### src/rtl/cpu_ctrl_pkg.sv
// Shared FSM state encoding and debug command codes for the CPU run controller.
package cpu_ctrl_pkg;

  typedef enum logic [2:0] {
    ST_BOOT  = 3'd0,
    ST_HALT  = 3'd1,
    ST_RUN   = 3'd2,
    ST_STEP  = 3'd3,
    ST_BREAK = 3'd4
  } state_e;

  typedef enum logic [1:0] {
    CMD_RESET = 2'b00,
    CMD_RUN   = 2'b01,
    CMD_HALT  = 2'b10,
    CMD_STEP  = 2'b11
  } cmd_e;

  // States in which the CPU clock enable is raised.
  function automatic logic is_exec(input state_e s);
    return (s == ST_RUN) || (s == ST_STEP);
  endfunction

endpackage

### src/rtl/run_ctrl_counter.sv
// Step down-counter and saturating executed-cycle counter used by cpu_run_ctrl.
module run_ctrl_counter
  import cpu_ctrl_pkg::*;
#(
  parameter int CNT_W = 8
) (
  input  logic             clk_i,
  input  logic             reset_i,
  input  logic             clr_i,
  input  logic             load_i,
  input  logic [CNT_W-1:0] load_val_i,
  input  logic             dec_i,
  input  logic             inc_i,
  output logic             step_last_o,
  output logic [CNT_W-1:0] exec_cnt_o
);

  localparam logic [CNT_W-1:0] ONE = CNT_W'(1);

  logic [CNT_W-1:0] step_q, step_d;
  logic [CNT_W-1:0] exec_q, exec_d;

  // Next counter values; a zero step argument still runs one instruction.
  always_comb begin
    if (load_i) begin
      step_d = (load_val_i == '0) ? ONE : load_val_i;
    end else if (dec_i && (step_q != '0)) begin
      step_d = step_q - ONE;
    end else begin
      step_d = step_q;
    end

    if (clr_i) begin
      exec_d = '0;
    end else if (inc_i && (exec_q != '1)) begin
      exec_d = exec_q + ONE;
    end else begin
      exec_d = exec_q;
    end
  end

  // Counter registers.
  always_ff @(posedge clk_i) begin
    if (reset_i) begin
      step_q <= '0;
      exec_q <= '0;
    end else begin
      step_q <= step_d;
      exec_q <= exec_d;
    end
  end

  assign step_last_o = (step_q == ONE);
  assign exec_cnt_o  = exec_q;

endmodule

### src/rtl/cpu_run_ctrl.sv
// Debug run controller: boot hold, run/halt/single-step and breakpoint stop of a CPU.
// Breakpoints are built only when CPU_RUN_CTRL_BREAKPOINT_EN is defined.
module cpu_run_ctrl
  import cpu_ctrl_pkg::*;
#(
  parameter int PC_W      = 4,
  parameter int CNT_W     = 8,
  parameter int BOOT_HOLD = 2
) (
  input  logic             clk,
  input  logic             reset,
  input  logic             cmd_valid,
  output logic             cmd_ready,
  input  logic [1:0]       cmd,
  input  logic [CNT_W-1:0] cmd_arg,
  input  logic [PC_W-1:0]  pc,
  input  logic             bp_valid,
  input  logic [PC_W-1:0]  bp_addr,
  output logic             cpu_en,
  output logic             cpu_reset_n,
  output logic             step_done,
  output logic             bp_hit,
  output logic [2:0]       state,
  output logic [CNT_W-1:0] exec_cnt
);

  localparam int BH_W = (BOOT_HOLD < 2) ? 1 : $clog2(BOOT_HOLD + 1);
  localparam logic [BH_W-1:0] BOOT_LOAD = BH_W'(BOOT_HOLD);

  state_e          state_q, state_d;
  logic [BH_W-1:0] boot_q, boot_d;
  logic            en_q, en_d, rstn_q, rstn_d, ready_q, ready_d;
  logic            step_done_q, step_done_d, bp_hit_q, bp_hit_d;
  logic            skip_q, skip_d;
  logic            accept_s, bp_stop_s, cpu_en_s;
  logic            step_load_s, cmd_clr_s, step_last_s;
  cmd_e            cmd_s;

  assign accept_s = cmd_valid && ready_q;
  assign cmd_s    = cmd_e'(cmd);

`ifdef CPU_RUN_CTRL_BREAKPOINT_EN
  // Match is masked for one enabled cycle after BREAK so the stopped instruction can run.
  assign bp_stop_s = bp_valid && (pc == bp_addr) && is_exec(state_q) && !skip_q;
`else
  logic unused_bp_s;
  assign unused_bp_s = ^{bp_valid, bp_addr, pc, skip_q};
  assign bp_stop_s   = 1'b0;
`endif

  assign cpu_en_s = en_q && !bp_stop_s;

  // State and registered-output flops.
  always_ff @(posedge clk) begin
    if (reset) begin
      state_q     <= ST_BOOT;
      boot_q      <= BOOT_LOAD;
      en_q        <= 1'b0;
      rstn_q      <= 1'b0;
      ready_q     <= 1'b0;
      step_done_q <= 1'b0;
      bp_hit_q    <= 1'b0;
      skip_q      <= 1'b0;
    end else begin
      state_q     <= state_d;
      boot_q      <= boot_d;
      en_q        <= en_d;
      rstn_q      <= rstn_d;
      ready_q     <= ready_d;
      step_done_q <= step_done_d;
      bp_hit_q    <= bp_hit_d;
      skip_q      <= skip_d;
    end
  end

  // Next state; in RUN a RESET command beats a breakpoint, which beats HALT.
  always_comb begin
    state_d     = state_q;
    step_load_s = 1'b0;
    cmd_clr_s   = 1'b0;
    case (state_q)
      ST_BOOT: begin
        if (boot_q <= BH_W'(1)) state_d = ST_HALT;
        else                    state_d = ST_BOOT;
      end
      ST_HALT, ST_BREAK: begin
        if (accept_s) begin
          case (cmd_s)
            CMD_RESET: begin state_d = ST_BOOT; cmd_clr_s = 1'b1; end
            CMD_RUN:   state_d = ST_RUN;
            CMD_STEP:  begin state_d = ST_STEP; step_load_s = 1'b1; end
            default:   state_d = state_q;
          endcase
        end else begin
          state_d = state_q;
        end
      end
      ST_RUN: begin
        if (accept_s && (cmd_s == CMD_RESET)) begin
          state_d   = ST_BOOT;
          cmd_clr_s = 1'b1;
        end else if (bp_stop_s) begin
          state_d = ST_BREAK;
        end else if (accept_s && (cmd_s == CMD_HALT)) begin
          state_d = ST_HALT;
        end else begin
          state_d = ST_RUN;
        end
      end
      ST_STEP: begin
        if (bp_stop_s)        state_d = ST_BREAK;
        else if (step_last_s) state_d = ST_HALT;
        else                  state_d = ST_STEP;
      end
      default: state_d = ST_BOOT;
    endcase

    if ((state_d == ST_BOOT) && (state_q != ST_BOOT)) begin
      boot_d = BOOT_LOAD;
    end else if ((state_q == ST_BOOT) && (boot_q != '0)) begin
      boot_d = boot_q - BH_W'(1);
    end else begin
      boot_d = boot_q;
    end
  end

  // Output values for the coming cycle, decoded from the next state.
  always_comb begin
    en_d        = is_exec(state_d);
    rstn_d      = (state_d != ST_BOOT);
    ready_d     = (state_d == ST_HALT) || (state_d == ST_RUN) || (state_d == ST_BREAK);
    step_done_d = (state_q == ST_STEP) && (state_d == ST_HALT);
    bp_hit_d    = (state_d == ST_BREAK) && (state_q != ST_BREAK);
`ifdef CPU_RUN_CTRL_BREAKPOINT_EN
    if (state_d == ST_BOOT) begin
      skip_d = 1'b0;
    end else if ((state_q == ST_BREAK) && is_exec(state_d)) begin
      skip_d = 1'b1;
    end else if (cpu_en_s) begin
      skip_d = 1'b0;
    end else begin
      skip_d = skip_q;
    end
`else
    skip_d = 1'b0;
`endif
  end

  run_ctrl_counter #(
    .CNT_W (CNT_W)
  ) u_counter (
    .clk_i       (clk),
    .reset_i     (reset),
    .clr_i       (cmd_clr_s),
    .load_i      (step_load_s),
    .load_val_i  (cmd_arg),
    .dec_i       (cpu_en_s && (state_q == ST_STEP)),
    .inc_i       (cpu_en_s),
    .step_last_o (step_last_s),
    .exec_cnt_o  (exec_cnt)
  );

  assign cpu_en      = cpu_en_s;
  assign cpu_reset_n = rstn_q;
  assign cmd_ready   = ready_q;
  assign step_done   = step_done_q;
  assign bp_hit      = bp_hit_q;
  assign state       = state_q;

endmodule
### config.mk
export PLATFORM = sky130hd
export DESIGN_NAME = cpu_run_ctrl
export DESIGN_NICKNAME = d
export VERILOG_FILES = /design/src/rtl/cpu_ctrl_pkg.sv /design/src/rtl/run_ctrl_counter.sv /design/src/rtl/cpu_run_ctrl.sv
export SDC_FILE = /design/constraint.sdc
export NUM_CORES = 1
export LEC_CHECK = 0
export CAP_MARGIN = 30
export CORE_UTILIZATION = 48
export CTS_CLUSTER_DIAMETER = 40
export DETAILED_ROUTE_END_ITERATION = 10
export GPL_ROUTABILITY_DRIVEN = 0
export GPL_TIMING_DRIVEN = 0
export PLACE_DENSITY = 0.78
export SLEW_MARGIN = 20
export SYNTH_ARGS = -nofsm -noshare
export SYNTH_HDL_FRONTEND = slang
export SYNTH_SLANG_ARGS = --single-unit
### constraint.sdc
create_clock -name clk -period 2.1 [get_ports clk]
set_input_delay 0.42 -clock clk [delete_from_list [all_inputs] [get_ports clk]]
set_output_delay 0.42 -clock clk [all_outputs]
set_load 0.05 [all_outputs]
==> impl_metrics.tcl <==
set metrics [dict create \
    cp-start-kind "register" \
    synth.distinct_cells 55 \
    cp_max_fo 5 \
    number_of_placement_rows 19 \
    cts.path.max_buffers 2 \
    crit_buf_inv 1 \
    powerDensity_nw_per_um2 771 \
    die_w_microns 58.1 \
    via_count 1477 \
    clock_sink_count 26 \
    power_mw 1.46 \
    critPathTopFamily "buffers and inverters" \
    tritoncts "yes" \
    die_area_sq_um 3370 \
    cts_buffers 3 \
    area_contributors_post_synth "sky130_fd_sc_hd__dfxtp_1 34%, sky130_fd_sc_hd__ha_1 4.1%, sky130_fd_sc_hd__a21oi_1 4.0%" \
    report.final.hold_viol_count 0 \
    multi_input_area_sq_um 921 \
    final_antenna_net_count 0 \
    synth_ff_type "sky130_fd_sc_hd__dfxtp_1" \
    coreArea_sq_um 2880 \
    hpwlAfterDp_microns 2650 \
    slew-limit-headroom_pct 54.7 \
    insertedDiodeCount 0 \
    postSynthRegisterBits 26 \
    worstPathRequired_ns 1.68 \
    slew_violations 0 \
    drt-initial-drc-count 127 \
    maxCapViolCount 0 \
    dr.pass1.iters 5 \
    critPathMaxStageDelay_ns 0.83 \
    n_fill_cell 248 \
    synth_sequential_area_ratio_pct 34.5 \
    drcViolationCount 0 \
    hold-worst-slack_ns 0.504 \
    finalCoreUtilization_pct 65.8 \
    register_area_sq_um 520 \
    layout_worst_path_cycle_share_pct 96.6 \
    async_set_reset_flop_share_out_of_synthesis_pct 0 \
    clock_input_transition_at_the_sequential_cells_of_the_worst_setup_and_hold_paths_ns 0.16 \
    netlist.area_leader.share_pct 34.5 \
    ir_worst_vdd_mv 0.494 \
    place_worst_setup_slack_ns -0.271 \
    unrepaired_setup_endpoints_after_global_routing "false" \
    yosys.area.top_type "sky130_fd_sc_hd__dfxtp_1" \
    yosysMostFrequentCell "sky130_fd_sc_hd__dfxtp_1" \
    initial_utilization_pct 52.5 \
    critPathSlowestCell "sky130_fd_sc_hd__clkdlybuf4s50_1" \
    cts_htree_levels 1 \
    worst_slack_ns 0.0721 \
    pin_count 38 \
    area_growth_pct 25.3 \
    synthTopCellsByCount "26 x sky130_fd_sc_hd__dfxtp_1, 13 x sky130_fd_sc_hd__nor2_1, 12 x sky130_fd_sc_hd__a21oi_1" \
    grt_pass1_vias 1421 \
    placement.io_buffers 27 \
    worstPathArrival_ns 1.61 \
    timing.setup.critical_path_class "register to output pin" \
    post_synth_inst_count 175 \
    groute.usage.overall_pct 22.8 \
    fmaxAchievable_mhz 493 \
    synth_edf_count 0 \
    timing.critical_path.to_type "output pin" \
    ys_warn_count 0 \
    tightest_slew_ns 0.673 \
    chipHeight_microns 58.1 \
    vias_per_cell 5.96 \
    post_synthesis_net_count 202 \
    routed_wl_microns 3540 \
    worst_skew_ns 0.0143 \
    layout.nets 234 \
    ratio_of_cells_with_drive_above_1_in_the_final_layout_pct 9.71 \
    worstPathCellList "clkdlybuf4s50_1" \
    ctsRootBufferMaster "sky130_fd_sc_hd__clkbuf_4" \
    largest_net_degree_at_the_start_of_global_routing 16 \
    cts_setup_buffers 0 \
    timing.final.setup_violations 0 \
    synth_area_sq_um 1510 \
    status "completed" \
    synth.avg_cell_area_sq_um 8.63 \
    grt_antenna_before_repair 0 \
    leakage_nw 0.763 \
    grt_first_pass_wirelength_microns 6000 \
    finalCriticalPeriod_ns 2.03 \
    clk-insertion-delay-late_ns 0.33 \
    hp-class "register to register" \
    grt_overflow_total 0 \
    drt-wirelength-per-cell_microns 14.3 \
]
-- logic make-up (layout without fill, tap and decap cells) --
logic type / after synthesis / in the layout / synth area share (%)
adder cells (fa/ha/maj): 5 / 5 / 4.14
AO/OA/AOI/OAI: 48 / 48 / 21.9
flip-flops: 26 / 26 / 34.5
other: 1 / 1 / 0.248
multiplexers: 3 / 3 / 2.07
AND/OR/NAND/NOR: 72 / 72 / 29.7
buffers and inverters: 15 / 46 / 4.56
XOR/XNOR: 5 / 5 / 2.90
-- metrics by stage --
step / cells / instance area, sq um / setup TNS, ns
final: 248 / 1890 / 0
after global routing: 248 / 1890 / 0
after CTS: 248 / 1880 / 0
after detailed placement: 244 / 1830 / -1.62
after global placement: 244 / 1830 / -0.803
after floorplan: 175 / 1510 / 0
-- sequential cells by signal, summed over array words and instances (netlist names) --
register,flops
u_counter.step_q,8
bp_hit,1
cpu_reset_n,1
state,3
boot_q,2
cpu_en,1
step_done,1
cmd_ready,1
u_counter.exec_cnt_o,8
-- power by group --
part           switching, mW  total (mW)  internal [mW]
Combinational          0.306       0.523          0.217
Clock                  0.159       0.352          0.193
Sequential            0.0428       0.585          0.542
Total                  0.507        1.46          0.952
-- area by class of cell --
type / instances / share of cell area, %
clock buffer: 3 / 1.19
inverter: 8 / 1.59
buffer: 7 / 2.05
clock inverter: 1 / 1.59
timing repair buffer: 27 / 14.6
multi-input combinational: 134 / 48.7
sequential: 26 / 27.5
tap: 42 / 2.78
-- repair_timing --
| item | in CTS | in global routing |
|---|---|---|
| hold buffers | 0 | 0 |
| setup endpoints to repair | 1 | 6 |
| resized for setup | 1 | 4 |
-- per-layer routing --
metal / wire length, microns / track usage (%) / vias to the layer above / part of all wire (%)
li1: - / - / 732 / -
met1: 1600 / 28.6 / 687 / 45
met2: 1770 / 38.1 / 56 / 50
met3: 149 / 3.57 / 2 / 4.2
met4: 23 / 10.9 / 0 / 0.65
met5: 0 / 0 / - / 0
-- cells in the final DEF, fill, tap and decap left out, drive strengths merged, types with 3 or more instances in the layout --
cell type / count
a21oi: 12
a311oi: 3
a31o: 3
a31oi: 5
buf: 6
clkbuf: 4
clkdlybuf4s50: 23
dfxtp: 26
dlymetal6s2s: 3
ha: 5
inv: 8
nand2: 10
nand3: 9
nor2: 13
nor2b: 4
nor3: 7
nor4: 4
o21ai: 8
o311ai: 3
or4: 5
xnor2: 4
-- path summary, 6_finish.rpt --
check                                             start             endpoint  slack (ns)  cells after the start
worst min-delay path                          boot_q[0]            boot_q[0]        0.50                      1
worst max register to register      u_counter.step_q[0]  u_counter.step_q[6]        0.15                      6
worst min register to register                boot_q[0]            boot_q[0]        0.50                      1
worst max-delay path            u_counter.exec_cnt_o[0]          exec_cnt[0]        0.07                      1
Note: power is estimated with default switching activity, not from simulation.
